==> src/rtl/fixed_pkg.sv <==
// Shared definitions for the fixed-point arithmetic datapath (multiplier and round).
// Holds the sequencer state encoding and the operand/product width helpers.
package fixed_pkg;

  typedef enum logic [1:0] {
    IDLE = 2'd0,
    BUSY = 2'd1,
    DONE = 2'd2
  } state_t;

  function automatic int opw(input int intw, input int ratw);
    return intw + ratw;
  endfunction

  function automatic int prodw(input int intw, input int ratw);
    return intw + 2 * ratw;
  endfunction

endpackage

==> src/rtl/fixed_mul_seq.sv <==
// Iterative unsigned shift-add multiplier: Q(INTW.RATW) x Q(INTW.RATW) -> Q(INTW.2*RATW).
// One multiplier bit is consumed per cycle, so every operation takes exactly W cycles.
module fixed_mul_seq
  import fixed_pkg::*;
#(
  parameter int INTW = 10,
  parameter int RATW = 2,
  parameter bit SAT  = 1'b1
) (
  input  logic                   clk,
  input  logic                   rst_n,
  input  logic                   in_valid,
  output logic                   in_ready,
  input  logic [INTW+RATW-1:0]   in_a,
  input  logic [INTW+RATW-1:0]   in_b,
  output logic                   out_valid,
  input  logic                   out_ready,
  output logic [INTW+2*RATW-1:0] out_prod,
  output logic                   out_ovf
);

  localparam int W  = opw(INTW, RATW);
  localparam int PW = prodw(INTW, RATW);
  localparam int CW = $clog2(W + 1);
  localparam logic [CW-1:0] LAST = CW'(W - 1);

  state_t          state;
  state_t          state_next;
  logic [2*W-1:0]  a_sh;
  logic [2*W-1:0]  acc;
  logic [2*W-1:0]  acc_next;
  logic [W-1:0]    b_sh;
  logic [CW-1:0]   cnt;
  logic            accept;
  logic            last_step;
  logic            ovf_next;

  always_ff @(posedge clk or negedge rst_n) begin
    if (!rst_n) begin
      state <= IDLE;
    end else begin
      state <= state_next;
    end
  end

  always_comb begin
    state_next = state;
    in_ready   = 1'b0;
    out_valid  = 1'b0;
    accept     = 1'b0;
    last_step  = 1'b0;
    case (state)
      IDLE: begin
        in_ready = 1'b1;
        if (in_valid) begin
          accept     = 1'b1;
          state_next = BUSY;
        end
      end
      BUSY: begin
        if (cnt == LAST) begin
          last_step  = 1'b1;
          state_next = DONE;
        end
      end
      DONE: begin
        out_valid = 1'b1;
        if (out_ready) begin
          state_next = IDLE;
        end
      end
      default: state_next = IDLE;
    endcase
  end

  // The accumulator spans the full 2W-bit product, so overflow is judged on the final sum.
  assign acc_next = acc + (b_sh[0] ? a_sh : '0);
  assign ovf_next = |acc_next[2*W-1:PW];

  always_ff @(posedge clk or negedge rst_n) begin
    if (!rst_n) begin
      a_sh     <= '0;
      b_sh     <= '0;
      acc      <= '0;
      cnt      <= '0;
      out_prod <= '0;
      out_ovf  <= 1'b0;
    end else if (accept) begin
      a_sh <= {{W{1'b0}}, in_a};
      b_sh <= in_b;
      acc  <= '0;
      cnt  <= '0;
    end else if (state == BUSY) begin
      acc  <= acc_next;
      a_sh <= a_sh << 1;
      b_sh <= b_sh >> 1;
      cnt  <= cnt + CW'(1);
      if (last_step) begin
        out_ovf  <= ovf_next;
        out_prod <= (SAT && ovf_next) ? '1 : acc_next[PW-1:0];
      end
    end
  end

endmodule

==> config.mk <==
export PLATFORM = sky130hd
export DESIGN_NAME = fixed_mul_seq
export DESIGN_NICKNAME = d
export VERILOG_FILES = /design/src/rtl/fixed_pkg.sv /design/src/rtl/fixed_mul_seq.sv
export SDC_FILE = /design/constraint.sdc
export NUM_CORES = 1
export LEC_CHECK = 0
export CORE_AREA = 3 3 94 96
export CTS_CLUSTER_DIAMETER = 60
export DETAILED_ROUTE_END_ITERATION = 8
export DIE_AREA = 0 0 97 99
export PLACE_DENSITY_LB_ADDON = 0.15
export SYNTH_ARGS = -nofsm -noshare
export SYNTH_HDL_FRONTEND = slang
export SYNTH_SLANG_ARGS = --single-unit
==> constraint.sdc <==
create_clock -name clk -period 3.4 [get_ports clk]
set_input_delay 0.51 -clock clk [delete_from_list [all_inputs] [get_ports clk]]
set_output_delay 0.51 -clock clk [all_outputs]
set_load 0.01 [all_outputs]
==> results of run 1 <==
## worst reg2reg max path, delay by kind of cell (launching register included)
kind | cells | cell delay, ns
flops | 1 | 0.41
fa+ha+maj | 1 | 0.42
compound gates | 5 | 1.16
simple gates | 3 | 0.77
buf+inv | 2 | 0.39
## routing by layer
metal	vias up	global-route usage, %
met5	-	0
met4	0	9.61
met2	121	40.1
li1	1911	-
met1	1898	32.8
met3	26	3.40
## sequential cells by signal (all words and copies together), names as in the netlist
register,cells
a_sh,24
acc,24
out_prod,14
b_sh,12
cnt,4
state,2
out_ovf,1
## power breakdown
group | internal, mW | total [mW] | switching, mW
registers | 1.37 | 1.64 | 0.275
clock network | 0.410 | 0.780 | 0.370
logic | 0.918 | 2.32 | 1.41
## worst max path at each step
| stage | startpoint | endpoint | slack [ns] |
|---|---|---|---|
| finish | b_sh[0] | out_prod[2] | 0.13 |
| global route | b_sh[0] | out_prod[3] | -0.01 |
| CTS | b_sh[0] | out_prod[2] | 0.07 |
| detailed placement | b_sh[0] | out_prod[2] | 0.1 |
| global placement | b_sh[0] | out_prod[2] | 0.11 |
| floorplan | b_sh[0] | out_prod[8] | 0.28 |
## cells by family (layout without fill, tap and decap cells)
group / count (synthesis) / after routing / synth area share (%)
flops: 81 / 81 / 44.0
mux: 1 / 1 / 0.217
fa+ha+maj: 25 / 25 / 6.96
buf+inv: 36 / 75 / 3.18
xor+xnor: 17 / 17 / 3.23
simple gates: 208 / 208 / 21.1
compound gates: 154 / 154 / 21.3
## cells in the final DEF, fill, tap and decap left out, types with 5 or more instances in the layout
cell,Yosys,routed
o31ai_1,6,6
clkbuf_8,0,9
o21ai_0,45,44
a21o_1,9,9
xnor2_1,5,5
buf_4,0,9
o21a_1,9,9
a22oi_1,22,22
and2_1,25,26
dfrtp_1,81,81
a21oi_1,35,34
clkdlybuf4s50_1,0,43
nand2_1,105,105
inv_1,7,7
nand3_1,19,19
nand2b_1,5,5
xor2_1,12,12
ha_1,24,23
nor2_1,24,23
nor3_1,9,8
a31oi_1,5,5
## cell type report
cell class | instances | area, um^2
clock inverter | 5 | 81.3
multi-input combinational | 405 | 2470
fill | 654 | 2750
clock buffer | 10 | 128
tap | 105 | 131
inverter | 7 | 26.3
timing repair buffer | 53 | 518
sequential | 81 | 2030
## stage by stage
step / setup slack, ns / total power, mW / std cells
global route: -0.0141 / 5.12 / 666
finish: 0.130 / 4.75 / 666
floorplan: 0.284 / 3.22 / 522
global placement: 0.115 / 3.84 / 651
detailed placement: 0.0951 / 3.94 / 651
CTS: 0.0710 / 4.72 / 666
## timing repair
| action | in CTS | in global routing |
|---|---|---|
| endpoints found under the hold margin | 0 | 0 |
| endpoints found under the setup margin | 0 | 15 |
| resized for setup | 0 | 8 |
==> summary.txt, run 1 <==
Drt
  • Wire length on met3: 561 um
  • Vias per cell: 5.94
  • Vias: 3956
  • Routed Antenna Nets: 0
  • Initial drt markers: 163
  • Drc violations: 0
  • M1 WL: 5.05 mm
  • TritonRoute pass-1 iters: 5
  • Overall routed net length: 11.2 mm
  • Met2 routed wirelength: 5.29 mm
  • Drt wl/cell: 16.8 um
  • Max layer used: met4

Timing
  • Final period util: 96.2%
  • Max-slew headroom: 31.6%
  • Final hold slack: 0.269 ns
  • Worst Clk Skew: 0.0120 ns
  • Fmax: 306 MHz
  • Aggregate negative setup slack: 0 ns
  • Setup-failing EPs final: 0
  • Final Max Slew Viols: 0
  • Minimum clock period: 3.27 ns
  • Slew of the pin with the lowest slew margin: 1.03 ns
  • Fin. Hold Viols: 0

Critical path
  • Crit Path Max Fanout: 21
  • Crit path kind: reg -> reg
  • Critical path, cell by cell: buf_4 > and2_1 > ha_1 > a21oi_1 > o21ai_0 > a221oi_1 > and3_2 > o2111ai_1 > nor4_4 > buf_12 > a21oi_1
  • FF-to-FF Start: b_sh[0]
  • RR Endpoint: out_prod[2]
  • CP Buf/Inv Count: 2
  • Critical path's top delay family: compound AO/OA/AOI/OAI gates
  • Worst Path Arrival: 3.51 ns
  • Crit end category: flip-flop
  • CP most frequent cell: a21oi_1
  • Required @ worst endpoint: 3.64 ns
  • Max stage delay cell, worst path: a221oi_1
  • Crit path launch type: flip-flop
  • R2R cell count: 11
  • Critical path depth: 11
  • Max incr delay on CP: 0.49 ns
  • FF-to-FF setup slack: 0.13 ns

Logic synthesis
  • Post-synthesis average cell area: 8.82 um^2
  • Post-synthesis sequential area ratio: 44.0%
  • Async set or reset register ratio after synthesis: 100%
  • Synth warn: 0
  • Syn Inst Count: 522
  • Synth area leaders: dfrtp_1 44%, nand2_1 8.6%, ha_1 6.5%, o21ai_0 4.9%, a21oi_1 3.8%
  • Number of synthesized flops with an enable pin: 0
  • Syn Nets: 575
  • Synthesized cell area: 4600 um^2
  • Post-synth top cells: 105 x nand2_1, 81 x dfrtp_1, 45 x o21ai_0
  • Synth Register Bits: 81
  • Area leader, netlist: dfrtp_1
  • Primary FF master, synth: dfrtp_1
  • Count leader, synth: nand2_1
  • Yosys cell types: 50
  • Yosys top cell area share: 44.0%

Global routing
  • GRT Total Usage: 24.4%
  • First-pass GRT wire length: 18.9 mm
  • Total gr overflow: 0
  • Largest net degree at the start of global routing: 82
  • Vias in the first global route: 3939
  • Initial antenna violation count: 0

CTS
  • Clk_lat worst skew: 0.36 ns
  • Clock sink count: 81
  • Max Root-Sink Buffers: 2
  • Root buf cell: clkbuf_8
  • Reg clk slew, reported paths: 0.08 ns
  • Post-CTS Repair Setup Buffers: 0
  • Inserted Clock Buffers: 9
  • CTS tree: yes
  • Cts-stage hold buffer count: 0
  • H-tree levels: 3

Final layout
  • Diode count: 0
  • Fin nets: 610
  • Layout Utilization: 66.2%
  • Area growth syn-to-layout: 16.9%
  • Final Cell Area: 5380 um^2
  • Share of layout cells above drive strength 1: 6.95%

Die
  • Core area: 8130 um^2
  • # rows: 33
  • Die W: 97 um
  • Full die area: 9600 um^2
  • Ports: 45
  • Chip height: 99 um
  • Starting Density: 56.6%

Power and ir drop
  • P_leak: 2.38 nW
  • P per Cell Area: 882 nW/um^2
  • Maximum VDD drop: 0.437 mV

Place
  • Placed inst area: 5140 um^2
  • Number of I/O port buffers: 44
  • RePlAce Congestion: 0.941
  • HPWL after DPL: 7.99 mm

Run status
  • Status: complete, no violations

Min path
  • Worst min-delay path class: in -> async

Flow run
  • Max Cap Viol: 0
Note: power is estimated with default switching activity, not from simulation.
==> run 2, diff against run 1 <==
--- a/config.mk
+++ b/config.mk
@@ -7,9 +7,11 @@
 export LEC_CHECK = 0
 export CORE_AREA = 3 3 94 96
 export CTS_CLUSTER_DIAMETER = 60
+export CTS_CLUSTER_SIZE = 30
 export DETAILED_ROUTE_END_ITERATION = 8
 export DIE_AREA = 0 0 97 99
 export PLACE_DENSITY_LB_ADDON = 0.15
+export SETUP_SLACK_MARGIN = 0.4
 export SYNTH_ARGS = -nofsm -noshare
 export SYNTH_HDL_FRONTEND = slang
 export SYNTH_SLANG_ARGS = --single-unit
==> run 2 against run 1 <==
Sequential cell count is the same. Combinational power grew 25%. First-iteration DRC count is 140% higher. Final area rose by 11%. Core utilization up 7.2 points. Global-route usage grew 1.4 points. Via count rose by 4.4%. Non-clock buffer count up 19. Register-to-register slack better by 0.097 ns. Final cell count up 3.0%. Sequential power grew 3%. Worst setup slack gained 0.097 ns. Largest cell class unchanged. Largest power group unchanged.
==> summary.txt, run 2 (same netlist as run 1, synthesis figures left out) <==
Global routing
  • GRT Total Usage: 25.8% (was 24.4%)
  • Total gr overflow: 0 (unchanged)
  • Initial antenna violation count: 0 (unchanged)
  • Met2 usage: 43.0% (was 40.1%)
  • Met3 usage: 4.67% (was 3.40%)
  • Gr busiest metal: met2 (unchanged)
  • Vias in the first global route: 4076 (was 3939)
  • Largest net degree at the start of global routing: 82 (unchanged)
  • Met1 Use GR: 34.4% (was 32.8%)
  • First-pass GRT wire length: 20.0 mm (was 18.9 mm)

CTS
  • Root buf cell: clkbuf_8 (unchanged)
  • Inserted Clock Buffers: 9 (unchanged)
  • H-tree levels: 3 (unchanged)
  • Max Root-Sink Buffers: 2 (unchanged)
  • CTS tree: yes (unchanged)
  • Reg clk slew, reported paths: 0.09 ns (was 0.08 ns)
  • Cts-stage hold buffer count: 0 (unchanged)
  • Clk_lat worst skew: 0.35 ns (was 0.36 ns)
  • Clock sink count: 81 (unchanged)

Flow run
  • Max Cap Viol: 0 (unchanged)

Final layout
  • Layout Utilization: 73.3% (was 66.2%)
  • Most frequent cells in the layout: 102 x nand2_1, 80 x dfrtp_1, 43 x clkdlybuf4s50_1 (was 105 x nand2_1, 81 x dfrtp_1, 44 x o21ai_0)
  • Area growth syn-to-layout: 29.6% (was 16.9%)
  • Diode count: 0 (unchanged)
  • Top Registers: a_sh x24, acc x24, out_prod x14 (unchanged)
  • Fin nets: 629 (was 610)
  • Leading cell type in the layout, fill and taps excluded: nand2_1 (unchanged)
  • Share of layout cells above drive strength 1: 21.2% (was 6.95%)

Timing
  • Final period util: 93.3% (was 96.2%)
  • Final hold slack: 0.272 ns (was 0.269 ns)
  • Setup-failing EPs final: 0 (unchanged)
  • RSZ-0062 raised after global routing: true
  • Slew of the pin with the lowest slew margin: 1.02 ns (was 1.03 ns)
  • Fmax: 315 MHz (was 306 MHz)
  • Aggregate negative setup slack: 0 ns (unchanged)
  • Max-slew headroom: 32.1% (was 31.6%)
  • Worst Clk Skew: 0.0110 ns (was 0.0120 ns)
  • Final Max Slew Viols: 0 (unchanged)
  • Fin. Hold Viols: 0 (unchanged)
  • Minimum clock period: 3.17 ns (was 3.27 ns)

Place
  • HPWL after DPL: 7.76 mm (was 7.99 mm)
  • RePlAce Congestion: 0.921 (was 0.941)
  • Number of I/O port buffers: 44 (unchanged)

Drt
  • Drt wl/cell: 18.0 um (was 16.8 um)
  • Initial drt markers: 386 (was 163)
  • Drc violations: 0 (unchanged)
  • Overall routed net length: 12.4 mm (was 11.2 mm)
  • Vias: 4130 (was 3956)
  • Vias per cell: 6.02 (was 5.94)
  • TritonRoute pass-1 iters: 5 (unchanged)
  • Routed Antenna Nets: 0 (unchanged)

Die
  • Ports: 45 (unchanged)
  • Die W: 97 um (unchanged)
  • # rows: 33 (unchanged)
  • Full die area: 9600 um^2 (unchanged)
  • Chip height: 99 um (unchanged)
  • Starting Density: 56.6% (unchanged)
  • Core area: 8130 um^2 (unchanged)

Critical path
  • Required @ worst endpoint: 3.64 ns (about the same)
  • Crit Path Max Fanout: 8 (was 21)
  • Max incr delay on CP: 0.49 ns (about the same)
  • Crit path kind: reg -> reg (unchanged)
  • Crit end category: flip-flop (unchanged)
  • Crit path launch type: flip-flop (unchanged)
  • Critical path, cell by cell: buf_6 > and2_1 > ha_4 > o211ai_1 > a21oi_4 > o21a_4 > nor3_4 > mux2i_1 > o2111ai_2 > nor4_4 > buf_4 > buf_12 > a21oi_1 (was buf_4 > and2_1 > ha_1 > a21oi_1 > o21ai_0 > a221oi_1 > and3_2 > o2111ai_1 > nor4_4 > buf_12 > a21oi_1)
  • Max stage delay cell, worst path: dfrtp_2 (was a221oi_1)
  • Worst Path Arrival: 3.41 ns (was 3.51 ns)

Run status
  • Status: complete, no violations (unchanged)

Power and ir drop
  • P per Cell Area: 890 nW/um^2 (was 882 nW/um^2)
  • P_leak: 2.53 nW (was 2.38 nW)
  • Maximum VDD drop: 0.512 mV (was 0.437 mV)

Min path
  • Worst min-delay path class: in -> async (unchanged)
[run 2: cell types whose count changed in the layout (fill, tap and decap cells not counted), sizes merged]
cell | previous run | this run
clkbuf | 10 | 11
bufinv | 2 | 1
buf | 10 | 28
clkinvlp | 1 | 2
inv | 7 | 8
[run 2: final timing paths]
path                                     to    start  cells past startpoint  slack (ns)
worst min-delay path                acc[20]    rst_n                      1        0.27
worst max-delay path            out_prod[0]  b_sh[0]                     13        0.23
min in group clk                    b_sh[8]  b_sh[8]                      2        0.48
worst max register to register  out_prod[0]  b_sh[0]                     13        0.23
max in group asynchronous           b_sh[0]    rst_n                      1        2.36
worst min register to register      b_sh[8]  b_sh[8]                      2        0.48
[run 2: layout make-up]
| cell class | count | area, um^2 |
|---|---|---|
| Fill cell | 567 | 2170 |
| Tap cell | 105 | 131 |
| Multi-Input combinational cell | 405 | 2900 |
| Sequential cell | 81 | 2030 |
| Clock buffer | 10 | 128 |
| Inverter | 7 | 28.8 |
| Clock inverter | 6 | 67.6 |
| Timing Repair Buffer | 72 | 686 |
[run 2: per-stage QoR]
step | total power, mW | std cells | worst slack (ns) | cell area, um^2
floorplan | 3.38 | 522 | 0.396 | 4760
global placement | 3.97 | 652 | 0.114 | 5280
detailed placement | 4.05 | 652 | 0.0541 | 5280
CTS | 5.07 | 679 | 0.221 | 5820
global route | 5.68 | 686 | 0.143 | 5960
finish | 5.31 | 686 | 0.227 | 5960
[run 2: repair_timing]
action	4_1_cts	5_1_grt
gates resized for setup	51	23
setup endpoints to repair	15	15
setup buffers	10	7
pin swaps	8	11
gates cloned	1	0
[run 2: power by group]
group          internal (mW)  switching, mW
logic                   1.25           1.65
clock network          0.343          0.377
registers               1.37          0.321
total                   2.97           2.34
[run 2: worst max-delay path: cells and delay by family, from the launching register on]
kind,cells,cell delay [ns]
fa+ha+maj,1,0.25
mux,1,0.30
flops,1,0.49
compound gates,5,0.86
buf+inv,3,0.45
simple gates,3,0.71
[run 2: metal layers]
| metal | vias to the layer above | wire (um) | share of wire [%] |
|---|---|---|---|
| li1 | 1955 | - | - |
| met1 | 2005 | 5320 | 43 |
| met2 | 145 | 6060 | 49 |
| met3 | 25 | 741 | 6.0 |
| met4 | 0 | 242 | 2.0 |
| met5 | - | 0 | 0 |
==> run 3, diff against run 2 <==
--- a/config.mk
+++ b/config.mk
@@ -10,8 +10,10 @@
 export CTS_CLUSTER_SIZE = 30
 export DETAILED_ROUTE_END_ITERATION = 8
 export DIE_AREA = 0 0 97 99
+export GPL_ROUTABILITY_DRIVEN = 0
 export PLACE_DENSITY_LB_ADDON = 0.15
 export SETUP_SLACK_MARGIN = 0.4
 export SYNTH_ARGS = -nofsm -noshare
 export SYNTH_HDL_FRONTEND = slang
 export SYNTH_SLANG_ARGS = --single-unit
+export TNS_END_PERCENT = 30
==> run 3 against run 2 <==
Register-to-register slack got worse by 0.03 ns. Sequential power about the same. Routed wire length down 1.4%. Via count increased by 0.90%. Largest power group unchanged. Critical endpoint is now out_ovf.
==> summary.txt, run 3 (same netlist as run 1, synthesis figures left out) <==
Run status
  • Status: complete, no violations (unchanged)

Final layout
  • Diode count: 0 (unchanged)
  • Top Registers: a_sh x24, acc x24, out_prod x14 (unchanged)
  • Leading cell type in the layout, fill and taps excluded: nand2_1 (unchanged)
  • Share of layout cells above drive strength 1: 21.1% (was 21.2%)
  • Reg area: 2030 um^2 (unchanged)
  • Multi-input gate area: 2950 um^2 (was 2900 um^2)
  • Fillcell total: 557 (was 567)
  • Final Non-Filler Cells: 683 (was 686)
  • Most frequent cells in the layout: 104 x nand2_1, 80 x dfrtp_1, 43 x clkdlybuf4s50_1 (was 102 x nand2_1, 80 x dfrtp_1, 43 x clkdlybuf4s50_1)
  • Fin nets: 626 (was 629)
  • Area growth syn-to-layout: 30.3% (was 29.6%)

Critical path
  • Max incr delay on CP: 0.48 ns (was 0.49 ns)
  • Crit path to: out_ovf (was out_prod[0])
  • FF-to-FF setup slack: 0.20 ns (was 0.23 ns)
  • Critical path's top delay family: compound AO/OA/AOI/OAI gates (unchanged)
  • Required @ worst endpoint: 3.64 ns (about the same)
  • Crit end category: flip-flop (unchanged)
  • Worst Setup SP: b_sh[0] (unchanged)
  • CP Buf/Inv Count: 2 (was 3)
  • Critical path depth: 12 (was 13)
  • Crit path kind: reg -> reg (unchanged)
  • Max stage delay cell, worst path: dfrtp_2 (unchanged)
  • Crit Path Max Fanout: 8 (unchanged)
  • RR Endpoint: out_ovf (was out_prod[0])
  • Critical path, cell by cell: and2_4 > ha_4 > o21a_1 > o211ai_1 > nor3_4 > o311ai_4 > and3_4 > o2111ai_4 > nor4_4 > buf_4 > clkbuf_16 > nor2_1 (was buf_6 > and2_1 > ha_4 > o211ai_1 > a21oi_4 > o21a_4 > nor3_4 > mux2i_1 > o2111ai_2 > nor4_4 > buf_4 > buf_12 > a21oi_1)
  • Crit path launch type: flip-flop (unchanged)
  • R2R cell count: 12 (was 13)
  • FF-to-FF Start: b_sh[0] (unchanged)
  • Worst Path Arrival: 3.45 ns (was 3.41 ns)

CTS
  • Reg clk slew, reported paths: 0.08 ns (was 0.09 ns)
  • CTS tree: yes (unchanged)
  • Max Root-Sink Buffers: 2 (unchanged)
  • Root buf cell: clkbuf_8 (unchanged)
  • Inserted Clock Buffers: 9 (unchanged)
  • Clock sink count: 81 (unchanged)
  • H-tree levels: 3 (unchanged)
  • Clk_lat worst skew: 0.35 ns (about the same)

Power and ir drop
  • Final total power: 5.32 mW (was 5.31 mW)
  • Combinational Power Share: 54.7% (was 54.6%)
  • Maximum VDD drop: 0.476 mV (was 0.512 mV)
  • Clk pwr share: 13.5% (was 13.6%)
  • Psw: 2.32 mW (was 2.34 mW)
  • P_int: 3.00 mW (was 2.97 mW)
  • Sw Ratio: 43.6% (was 44.1%)
  • P per Cell Area: 888 nW/um^2 (was 890 nW/um^2)
  • P_leak: 2.51 nW (was 2.53 nW)
  • Flop pwr share: 31.9% (about the same)

Timing
  • Setup-failing EPs final: 0 (unchanged)
  • Slew of the pin with the lowest slew margin: 1.01 ns (was 1.02 ns)
  • RSZ-0062 raised after global routing: true (unchanged)
  • Minimum clock period: 3.20 ns (was 3.17 ns)
  • Fmax: 312 MHz (was 315 MHz)
  • Fin. Hold Viols: 0 (unchanged)
  • Worst Clk Skew: 0.00698 ns (was 0.0110 ns)
  • Final period util: 94.2% (was 93.3%)
  • Final Max Slew Viols: 0 (unchanged)
  • Max-slew headroom: 32.5% (was 32.1%)
  • Aggregate negative setup slack: 0 ns (unchanged)

Drt
  • TritonRoute pass-1 iters: 5 (unchanged)
  • Drc violations: 0 (unchanged)
  • Vias: 4167 (was 4130)
  • Overall routed net length: 12.2 mm (was 12.4 mm)
  • Initial drt markers: 237 (was 386)
  • Routed Antenna Nets: 0 (unchanged)
  • Drt wl/cell: 17.9 um (was 18.0 um)
  • Vias per cell: 6.10 (was 6.02)

Die
  • Full die area: 9600 um^2 (unchanged)
  • Core area: 8130 um^2 (unchanged)
  • Die W: 97 um (unchanged)
  • Chip height: 99 um (unchanged)
  • Starting Density: 56.6% (unchanged)
  • Ports: 45 (unchanged)
  • # rows: 33 (unchanged)

Global routing
  • Total gr overflow: 0 (unchanged)
  • GRT Total Usage: 25.5% (was 25.8%)
  • Vias in the first global route: 3993 (was 4076)
  • Initial antenna violation count: 0 (unchanged)
  • First-pass GRT wire length: 19.8 mm (was 20.0 mm)
  • Largest net degree at the start of global routing: 82 (unchanged)

Place
  • Number of I/O port buffers: 44 (unchanged)
  • Dpl cells: 651 (was 652)
  • HPWL after DPL: 7.66 mm (was 7.76 mm)

Min path
  • Worst min-delay path class: in -> async (unchanged)

Flow run
  • Max Cap Viol: 0 (unchanged)
## run 3: cell count changes in the layout (fill, tap and decap cells not counted), sizes merged
cell and change:
buf -3, clkbuf +2, clkinv -2, clkinvlp +1, inv -1
## run 3: repair_timing
item                                    CTS  global route
hold buffers                              0             0
gates resized for setup                  63            14
gates cloned                              1             0
endpoints found under the setup margin   15            15
pin swaps                                 5            15
setup buffers                             9             6
## run 3: worst min path at each step
stage | to | cells after the start
after floorplan | a_sh[0] | 0
after global placement | b_sh[1] | 2
after detailed placement | b_sh[3] | 2
after CTS | acc[20] | 1
after global routing | acc[20] | 1
final | acc[20] | 1
## run 3: final cells by class
cell class	count	area share, %
sequential	81	33.8
timing repair buffer	69	11.1
tap	105	2.19
inverter	7	0.438
clock buffer	12	2.42
multi-input combinational	405	49.2
clock inverter	4	0.876
## run 3: power groups by stage
stage,registers (mW),logic [mW],clock network [mW]
after detailed placement,1.68,2.36,0
after floorplan,1.62,1.76,0
after global placement,1.67,2.28,0
after CTS,1.69,2.73,0.729
final,1.70,2.91,0.717
after global routing,1.74,3.18,0.781
## run 3: routing by layer
metal	up-vias	share of wire, %	track usage [%]
li1	1946	-	-
met1	2012	43	33.9
met2	174	48	41.3
met3	35	6.3	5.52
met4	0	3.0	9.18
met5	-	0	0
## run 3: worst register-to-register path, stage by stage, from the launching register on
cell,delay (ns)
dfrtp_2,0.48
and2_4,0.20
ha_4,0.21
o21a_1,0.17
o211ai_1,0.48
nor3_4,0.11
o311ai_4,0.35
and3_4,0.25
o2111ai_4,0.16
nor4_4,0.29
buf_4,0.17
clkbuf_16,0.15
nor2_1,0.06
## run 3: per-stage QoR
step	util [%]	hold slack, ns	area (um^2)	setup slack, ns
finish	73.7	0.325	6000	0.197
global route	73.7	0.405	6000	0.113
CTS	72.4	0.363	5890	0.297
detailed placement	64.9	0.467	5280	0.140
global placement	64.9	0.461	5280	0.178
floorplan	-	0.214	4760	0.396
==> RTL change, RTL diff (flow settings as in run 3) <==
The 3 states of `state_t` get a one-hot encoding in 3 bits.
--- a/src/rtl/fixed_pkg.sv
+++ b/src/rtl/fixed_pkg.sv
@@ -3,8 +3,8 @@
 package fixed_pkg;
 
-  typedef enum logic [1:0] {
-    IDLE = 2'd0,
-    BUSY = 2'd1,
-    DONE = 2'd2
+  typedef enum logic [2:0] {
+    IDLE = 3'b001,
+    BUSY = 3'b010,
+    DONE = 3'b100
   } state_t;
 
Formal check against the unedited RTL: same outputs for any inputs over 10 cycles, from zero or initial values and one cycle with rst_n low; not proved beyond that.
==> RTL change against run 3 <==
Area after synthesis is 2.9% higher; global-route usage shrank 0.65 points; routed wire length shrank 6.1%; sequential cell count increased by 1; worst setup slack lost 160 ps; final area decreased by 5.0%; die area unchanged; final cell count fell by 2.0%; highest routed layer unchanged.
Power is not compared: it rests on default switching activity, and its combinational part moved more than twofold at a synthesized area within 25%.
==> RTL change: results <==
set metrics [dict create \
    cts_htree_levels 3 \
    track_usage_pct 24.8 \
    outcome "completed" \
    reg2reg_depth 14 \
    first_iter_violations 215 \
    clk_pin_slew_ps 90 \
    cts_buffers 9 \
    leakage_nw 2.60 \
    reg_top3 "a_sh (24), acc (24), out_prod (14)" \
    wl_um 11500 \
    dieArea_mm2 0.00960 \
    tightest_slew_ps 1020 \
    synthFlopType "dfrtp_1" \
    n_antenna_cell 0 \
    grt.met1_usage_pct 34.3 \
    yosysWarnings 0 \
    yosysSeqAreaShare_pct 43.4 \
    dr.pass1.iters 5 \
    reg2reg_to "out_prod[5]$_DFFE_PN0P_" \
    grtUsageMet3_pct 3.75 \
    gr-usage-met2_pct 39.9 \
    nNetsFinal 612 \
    grt_pass1_wl_um 19400 \
    r2r_slack_ps 40 \
    drive_above_1_share_pct 14.2 \
    grt_max_degree 83 \
    antenna_found_initial 0 \
    port_buffers 44 \
    r2r-start "b_sh[0]$_DFFE_PN0P_" \
    synth_nets 566 \
    clock_latency_ps 360 \
    place_area_mm2 0.00531 \
    ir_drop_uv 391 \
    cts.path.max_buffers 2 \
    finalClockSkew_ps 9.34 \
    synthTopCellsByArea "dfrtp_1 43%, nand2_1 9.1%, ha_1 6.3%" \
    critPathMaxFanout 7 \
    grt_pass1_vias 4005 \
    hold_path.class "in2async" \
    yosys-top-cells-count "115 x nand2_1, 81 x dfrtp_1, 33 x nor2_1, 33 x o21ai_0, 27 x and2_1" \
    async_reset_ff_share_pct 100 \
    cts_root_buf "clkbuf_8" \
    viasPerCell 5.96 \
    dp_hpwl_um 7780 \
    ys_types 57 \
]
## RTL change: repair_timing
action | CTS | global route
endpoints found under the setup margin | 15 | 16
pin swaps | 1 | 13
gates resized for setup | 0 | 17
setup buffers | 0 | 8
cloned | 0 | 1
hold buffers | 0 | 0
## RTL change: how the worst max path moves through the flow
stage | slack, ps | from | to
floorplan | 50 | b_sh[0]$_DFFE_PN0P_ | out_prod[4]$_DFFE_PN0P_
global placement | 240 | a_sh[0]$_DFFE_PN0P_ | out_prod[2]$_DFFE_PN0P_
detailed placement | 90 | b_sh[0]$_DFFE_PN0P_ | out_prod[1]$_DFFE_PN0P_
CTS | 110 | b_sh[0]$_DFFE_PN0P_ | out_prod[1]$_DFFE_PN0P_
global route | -70 | b_sh[0]$_DFFE_PN0P_ | out_prod[1]$_DFFE_PN0P_
finish | 40 | b_sh[0]$_DFFE_PN0P_ | out_prod[5]$_DFFE_PN0P_
## RTL change: worst max-delay path, cell delays in order, from the launching register on
cell and delay [ps]:
dfrtp_1 390, and2_1 140, ha_2 180, inv_2 40, fa_2 360, nand2b_4 150
a21o_1 180, a2111oi_4 430, nor3_2 80, xnor2_1 160, or3b_4 400, nor4b_4 250
buf_4 190, clkbuf_16 160, a41oi_2 110
## RTL change: report_power, final
| part | internal (mW) | leakage, nW | switching (mW) |
|---|---|---|---|
| registers | 1.23 | 1.10 | 0.177 |
| logic | 0.524 | 1.39 | 0.854 |
| clock network | 0.457 | 0.112 | 0.380 |
| total | 2.21 | 2.60 | 1.41 |
## RTL change: per-layer routing
layer | share of wire (%) | routed length [um] | up-vias
met5 | 0 | 0 | -
met4 | 2.0 | 230 | 0
met3 | 5.8 | 665 | 22
met2 | 47 | 5380 | 139
met1 | 45 | 5170 | 1917
li1 | - | - | 1909
## RTL change: cell type report
| class | count | area [um^2] |
|---|---|---|
| clock buffer | 11 | 151 |
| clock inverter | 5 | 83.8 |
| fill | 610 | 2440 |
| inverter | 7 | 26.3 |
| multi-input combinational | 395 | 2620 |
| sequential | 82 | 2050 |
| tap | 105 | 131 |
| timing repair buffer | 64 | 631 |
## RTL change: cell families after synthesis
group / synth area share [%]
multiplexers: 0.211
adder cells (fa/ha/maj): 6.76
buffers and inverters: 3.17
AND/OR/NAND/NOR: 18.4
AO/OA/AOI/OAI: 23.9
XOR/XNOR: 4.23
flip-flops: 43.4
## RTL change: per-stage QoR
stage	worst slack [ps]	hold slack [ps]	power [mW]	std cells
floorplan	51.5	214	2.30	513
global placement	241	463	2.65	644
detailed placement	86.2	470	2.71	644
CTS	106	356	3.55	660
global route	-70.0	381	3.87	669
finish	41.9	314	3.62	669
